<file path="src/rtl/dmem_arbiter.sv">
// +-----------------------------------------------------------------------------+
// | dmem_arbiter: shares a single-port data memory between the core port and    |
// | the loader port. Round-robin arbitration with a bounded loader burst lock.  |
// | Rev 1.0                                                                     |
// +-----------------------------------------------------------------------------+
`default_nettype none

module dmem_arbiter #(
  parameter int AW       = 32,
  parameter int DW       = 32,
  parameter int LOCK_MAX = 16
) (
  input  logic          clk,
  input  logic          rst,
  // core load/store port
  input  logic          core_req,
  input  logic          core_we,
  input  logic [AW-1:0] core_addr,
  input  logic [DW-1:0] core_wdata,
  output logic          core_gnt,
  output logic          core_stall,
  output logic          core_rvalid,
  output logic [DW-1:0] core_rdata,
  // loader/debug port
  input  logic          ld_req,
  input  logic          ld_we,
  input  logic          ld_lock,
  input  logic [AW-1:0] ld_addr,
  input  logic [DW-1:0] ld_wdata,
  output logic          ld_gnt,
  output logic          ld_rvalid,
  output logic [DW-1:0] ld_rdata,
  // memory side
  output logic          mem_en,
  output logic          mem_we,
  output logic [AW-1:0] mem_addr,
  output logic [DW-1:0] mem_wdata,
  input  logic [DW-1:0] mem_rdata
);

  localparam int            CW       = $clog2(LOCK_MAX + 1);
  localparam logic [CW-1:0] CNT_LAST = CW'(LOCK_MAX - 1);

  typedef enum logic {
    PORT_C = 1'b0,
    PORT_L = 1'b1
  } port_t;

  port_t         last;
  logic          lock_q;
  logic [CW-1:0] lock_cnt;
  logic          resp_c;
  logic          resp_l;
  logic          grant_c;
  logic          grant_l;

  // Grants depend only on registered state and current requests; reset masks everything.
  always_comb begin
    grant_c = 1'b0;
    grant_l = 1'b0;
    if (!rst) begin
      if (lock_q) begin
        grant_l = ld_req;
      end else if (core_req && ld_req) begin
        if (last == PORT_L) grant_c = 1'b1;
        else                grant_l = 1'b1;
      end else begin
        grant_c = core_req;
        grant_l = ld_req;
      end
    end
  end

  assign core_gnt   = grant_c;
  assign ld_gnt     = grant_l;
  assign core_stall = core_req & ~grant_c;
  assign mem_en     = grant_c | grant_l;

  always_comb begin
    mem_we    = 1'b0;
    mem_addr  = '0;
    mem_wdata = '0;
    if (grant_c) begin
      mem_we    = core_we;
      mem_addr  = core_addr;
      mem_wdata = core_wdata;
    end else if (grant_l) begin
      mem_we    = ld_we;
      mem_addr  = ld_addr;
      mem_wdata = ld_wdata;
    end
  end

  assign core_rvalid = resp_c & ~rst;
  assign ld_rvalid   = resp_l & ~rst;
  assign core_rdata  = core_rvalid ? mem_rdata : '0;
  assign ld_rdata    = ld_rvalid   ? mem_rdata : '0;

  always_ff @(posedge clk) begin
    if (rst) begin
      last     <= PORT_L;
      lock_q   <= 1'b0;
      lock_cnt <= '0;
      resp_c   <= 1'b0;
      resp_l   <= 1'b0;
    end else begin
      resp_c <= grant_c & ~core_we;
      resp_l <= grant_l & ~ld_we;

      if (grant_c)      last <= PORT_C;
      else if (grant_l) last <= PORT_L;

      if (lock_q) begin
        // An expired burst hands the next tie to the core even if the loader still locks.
        if (lock_cnt == CNT_LAST) begin
          lock_q   <= 1'b0;
          lock_cnt <= '0;
          last     <= PORT_L;
        end else if (!ld_req) begin
          lock_q   <= 1'b0;
          lock_cnt <= '0;
        end else begin
          lock_q   <= ld_lock;
          lock_cnt <= ld_lock ? lock_cnt + CW'(1) : '0;
        end
      end else begin
        lock_q   <= grant_l & ld_lock;
        lock_cnt <= '0;
      end
    end
  end

endmodule

`default_nettype wire

</file>
<file path="config.mk">
export PLATFORM = sky130hd
export DESIGN_NAME = dmem_arbiter
export DESIGN_NICKNAME = d
export VERILOG_FILES = /design/src/rtl/dmem_arbiter.sv
export SDC_FILE = /design/constraint.sdc
export NUM_CORES = 1
export LEC_CHECK = 0
export ABC_AREA = 0
export ABC_CLOCK_PERIOD_IN_PS = 2380
export CORE_AREA = 10 10 110 112
export DETAILED_ROUTE_END_ITERATION = 7
export DIE_AREA = 0 0 120 122
export PLACE_DENSITY = 0.66
export SETUP_SLACK_MARGIN = 0.5
export SLEW_MARGIN = 40
export SYNTH_ARGS = -nofsm -noshare
export SYNTH_HDL_FRONTEND = slang
export SYNTH_SLANG_ARGS = --single-unit
</file>
<file path="constraint.sdc">
create_clock -name clk -period 2.38 [get_ports clk]
set_input_delay 0.476 -clock clk [delete_from_list [all_inputs] [get_ports clk]]
set_output_delay 0.476 -clock clk [all_outputs]
set_load 0.01 [all_outputs]
</file>
**Yosys cells after proc, flatten, opt, wreduce, memory -nomap -nowiden**

Index checks and enable logic that the tools add are counted.

- Register bits: 9
- Bits of input ports: 167
- Output and inout bits: 135
- Word-level logic and storage cells: 46

- Add/subtract/negate cells: 1
- Reduce and logical (&&, ||, !) cells: 2
- Muxes and demuxes: 23
- Bitwise gates (word level): 14
- Equal/unequal tests: 1

Operators by type and width:

| operator | number |
|---|---|
| $mux W32 | 6 |
| $mux W1 | 17 |
| $not A1 Y1 | 7 |
| $and A1 B1 Y1 | 6 |
| $add A5 B1 Y5 const B | 1 |
| $eq A5 B4 Y1 const B | 1 |
| $reduce_or A5 Y1 | 1 |
| $logic_and A1 B1 Y1 | 1 |
| $or A1 B1 Y1 | 1 |

**Logic depth before layout (Yosys ltp)**

- Word-level depth: 8
- Gate-level depth with buffers: 6
- Gate-level depth less buffers: 6

**Worst setup path before layout**

Ideal clock, no wire load.

- Path kind: in2out
- Start point: input port core_req
- End point: output port mem_addr[10]
- Path buffers: 2
- Required time: 1.904 ns
- Data arrival time: 1.332 ns
- Stages on the path: 5
- Slack: 0.572 ns
- Cell sequence: nand2_1 > o211a_2 > buf_2 > buf_2 > a22o_1

- Cells in the longest elaborated chain, start to end: 6
- Elaborated cells between the ends (all ways): 9
- Those cells by class: mux: 8; reduce/logical: 1

RTL lines:

| element | line | source |
|---|---|---|
| start: declaration | 16 | `input logic core_req,` |
| $logic_and A1 B1 Y1 | 64 | `end else if (core_req && ld_req) begin` |
| $mux W1 | 64 |  |
| $mux W1 | 62 | `if (lock_q) begin` |
| $mux W1 | 61 | `if (!rst) begin` |
| $mux W32 | 87 | `end else if (grant_l) begin` |
| $mux W32 * | 83 | `if (grant_c) begin` |
| end: declaration | 36 | `output logic [AW-1:0] mem_addr,` |

Mark *: on every way between the ends. The rest lies on a longest branch, timed or not.

**Worst setup path after layout**

- Start point: register last
- End point: output port mem_addr[7]

- Cells in the longest elaborated chain, start to end: 6
- Elaborated cells between the ends (all ways): 10
- Those cells by class: mux: 10

RTL lines:

| element | line | source |
|---|---|---|
| start: declaration | 49 | `port_t last;` |
| start signal: assignment | 101 | `last <= PORT_L;` |
| start signal: assignment | 110 | `if (grant_c) last <= PORT_C;` |
| start signal: assignment | 111 | `else if (grant_l) last <= PORT_L;` |
| $mux W1 | 65 | `if (last == PORT_L) grant_c = 1'b1;` |
| $mux W1 | 64 |  |
| $mux W1 | 62 |  |
| $mux W1 | 61 |  |
| $mux W32 | 87 |  |
| $mux W32 * | 83 |  |

Marks and branches as above.

==> reports/results.ini <==
[run_status]
run_status = complete, no violations

[route]
wl_um = 15300
remaining_drc_errors = 0
drt_iter0_markers = 120
wl_per_cell_um = 23.1
ant_nets = 0
via_per_inst = 4.39
firstDrtPassIters = 4
vias = 2914

[timing]
setup_slack_ns = 0.233
slew_headroom_pct = 83.9
fin_crit_sh_pct = 90.2
hold_slack_ns = 0.450
period_minus_slack_ns = 2.15
setup_violations = 0
slew_viol_final = 0
rsz0062_at_grt = yes
fmax_mhz = 466
hold_viol = 0
tightest_slew_ns = 0.241
clock_skew_ns = 0.000771

[setup_path]
arrival_ns = 1.67
crit_path_start_kind = register
worst_ep_required_time_ns = 1.90
r2r-end = lock_cnt[3]$_SDFF_PP0_
rrSetupSlack_ns = 0.92
rr_startpoint = lock_cnt[0]$_SDFF_PP0_
path_class = reg -> out
end_kind = output pin
worst-path-max-fanout = 6
reg2reg_depth = 6

[global_routing]
grtUsageMet3_pct = 6.61
grt_busiest_layer = met2
use_met2_pct = 35.9
grt_max_degree = 22
grt_use_total_pct = 18.5
grt.met1_usage_pct = 18.9
grt_pass1_wl_um = 21000
antenna_found_initial = 0
grt_overflow = 0
grt_pass1_vias = 3220

[floorplanning]
die_w_um = 120
die_area_mm2 = 0.0146
die_h_um = 122
start_util_pct = 14.5
rows = 37
coreArea_mm2 = 0.0100
num_io_pins = 302

[yosys]
yosysTopAreaCell = a22o_1
ys_ff_latch = 9
synth_top_cells_by_area = a22o_1 39%, and2_1 28%, dfxtp_1 12%
ys_async_sr_fraction_pct = 0
syn_area_per_cell_um2 = 7.58
syn-cell-area_mm2 = 0.00146
synthFlopType = dfxtp_1
synth_enable_flop_cells = 0
ys_warn_count = 0
yosysSeqAreaShare_pct = 12.4
syn_nets = 361
syn-instance-count = 192
ys_top_cells_by_count = 65 x a22o_1, 64 x and2_1, 9 x buf_2, 9 x clkbuf_1, 9 x dfxtp_1
yosysMostFrequentCell = a22o_1
yosys.area.top_type_share_pct = 39.1
ys_types = 22

[place]
place.port_buffers = 301
gp_congestion = 0.919
post-place-cells = 621
place_ws_ns = -0.484
hpwl_um = 11600

[flow_run]
cap_violations = 0

[clock_tree]
h-tree-depth = 1
root_buffer = clkbuf_8
path_clk_slew_ns = 0.05
cts_buffers = 3
cts_tree = yes
hold_buffers = 0
cts.sinks = 9
cts_buffer_depth = 2
clock_latency_ns = 0.24

[cells_and_area]
diodes = 0
drive_above_1_share_pct = 45.5
final_nets = 698
n_fill_cell = 935
area_growth_syn_to_layout_pct = 274
fin_cells = 664

[pwr]
vdd_drop_max_v = 0.000140
leakagePower_nw = 2.56
power.total_mw = 1.25
power_density_mw_per_mm2 = 229

[worst_hold_path]
min_path_type = reg -> reg
worstHoldPathCells = 1
min_delay_worst_endpoint = lock_cnt[0]$_SDFF_PP0_
worstHoldStart = lock_cnt[0]$_SDFF_PP0_

==> cell families (layout without fill, tap and decap cells) <==
| group | Yosys count | count (layout) | share of synthesized area (%) |
|---|---|---|---|
| AOI/OAI and AO/OA | 68 | 68 | 40.5 |
| xor gates and xnor gates | 2 | 2 | 1.20 |
| adders and majority gates | 2 | 2 | 1.72 |
| buffers and inverters | 24 | 360 | 8.51 |
| DFF | 9 | 9 | 12.4 |
| and+or+nand+nor | 87 | 87 | 35.7 |
==> critical path, cell delays in order (launching register included) <==
cell	delay, ns
dfxtp_2	0.32
nand2b_4	0.13
and3_4	0.20
buf_6	0.12
buf_12	0.13
buf_12	0.13
a22o_1	0.24
buf_2	0.15
==> area by class of cell <==
type	count	area [um2]	share of cell area [%]
Multi-Input combinational cell	159	1310	24.0
Timing Repair Buffer	353	3730	68.5
Sequential cell	9	183	3.35
Tap cell	136	170	3.12
Inverter	3	11.3	0.207
Clock buffer	4	45.0	0.827
==> layer usage <==
metal / vias to the layer above / wire, um / part of all wire [%]
li1: 1382 / - / -
met1: 1344 / 5270 / 34
met2: 182 / 8340 / 54
met3: 6 / 1630 / 11
met4: 0 / 74 / 0.48
met5: - / 0 / 0
==> timing repair <==
item,CTS,global route
resized for setup,634,97
setup buffers,22,2
endpoints found under the setup margin,135,112
pin swaps,67,26
gates cloned,13,2
==> metrics by stage <==
stage	setup TNS (ns)	util (%)	instance area [um2]
2_1_floorplan	0	-	1460
3_5_place_dp	-45.99	46.8	4700
5_1_grt	0	54.2	5450
6_report	0	54.2	5450
4_1_cts	0	50.5	5070
3_3_place_gp	-44.84	46.8	4700
==> worst max-delay path by stage <==
stage	start	end	slack, ns	depth (start not counted)
after global routing	lock_q$_SDFF_PP0_	mem_addr[27]	0.20	7
final	last$_SDFF_PP1_	mem_addr[7]	0.23	7
after CTS	last$_SDFF_PP1_	mem_wdata[7]	0.24	7
after global placement	core_req	mem_addr[11]	-0.46	7
after floorplan	core_req	mem_addr[10]	0.57	5
after detailed placement	core_req	mem_addr[4]	-0.48	7
==> state kept, by name (all words and copies together) (netlist names) <==
signal and cells:
last 1, resp_l 1, lock_q 1, resp_c 1, lock_cnt 5
==> placed cells by master (no fill, tap or decap), types with 3 or more instances in the layout <==
| cell type | netlist | final |
|---|---|---|
| and2_4 | 0 | 33 |
| inv_1 | 3 | 3 |
| and2_1 | 64 | 31 |
| buf_12 | 0 | 14 |
| buf_4 | 0 | 6 |
| buf_16 | 0 | 12 |
| a22o_1 | 65 | 62 |
| buf_2 | 9 | 64 |
| buf_6 | 3 | 85 |
| nor2_1 | 8 | 7 |
| a22o_4 | 0 | 3 |
| dfxtp_1 | 9 | 7 |
| clkbuf_8 | 0 | 3 |
| buf_8 | 0 | 5 |
| clkdlybuf4s50_1 | 0 | 163 |
==> power breakdown <==
part	internal (mW)	switching (mW)	leakage [nW]
logic	0.597	0.310	2.46
registers	0.156	0.00267	0.0733
clock network	0.117	0.0644	0.0228
Note: power is estimated with default switching activity, not from simulation.
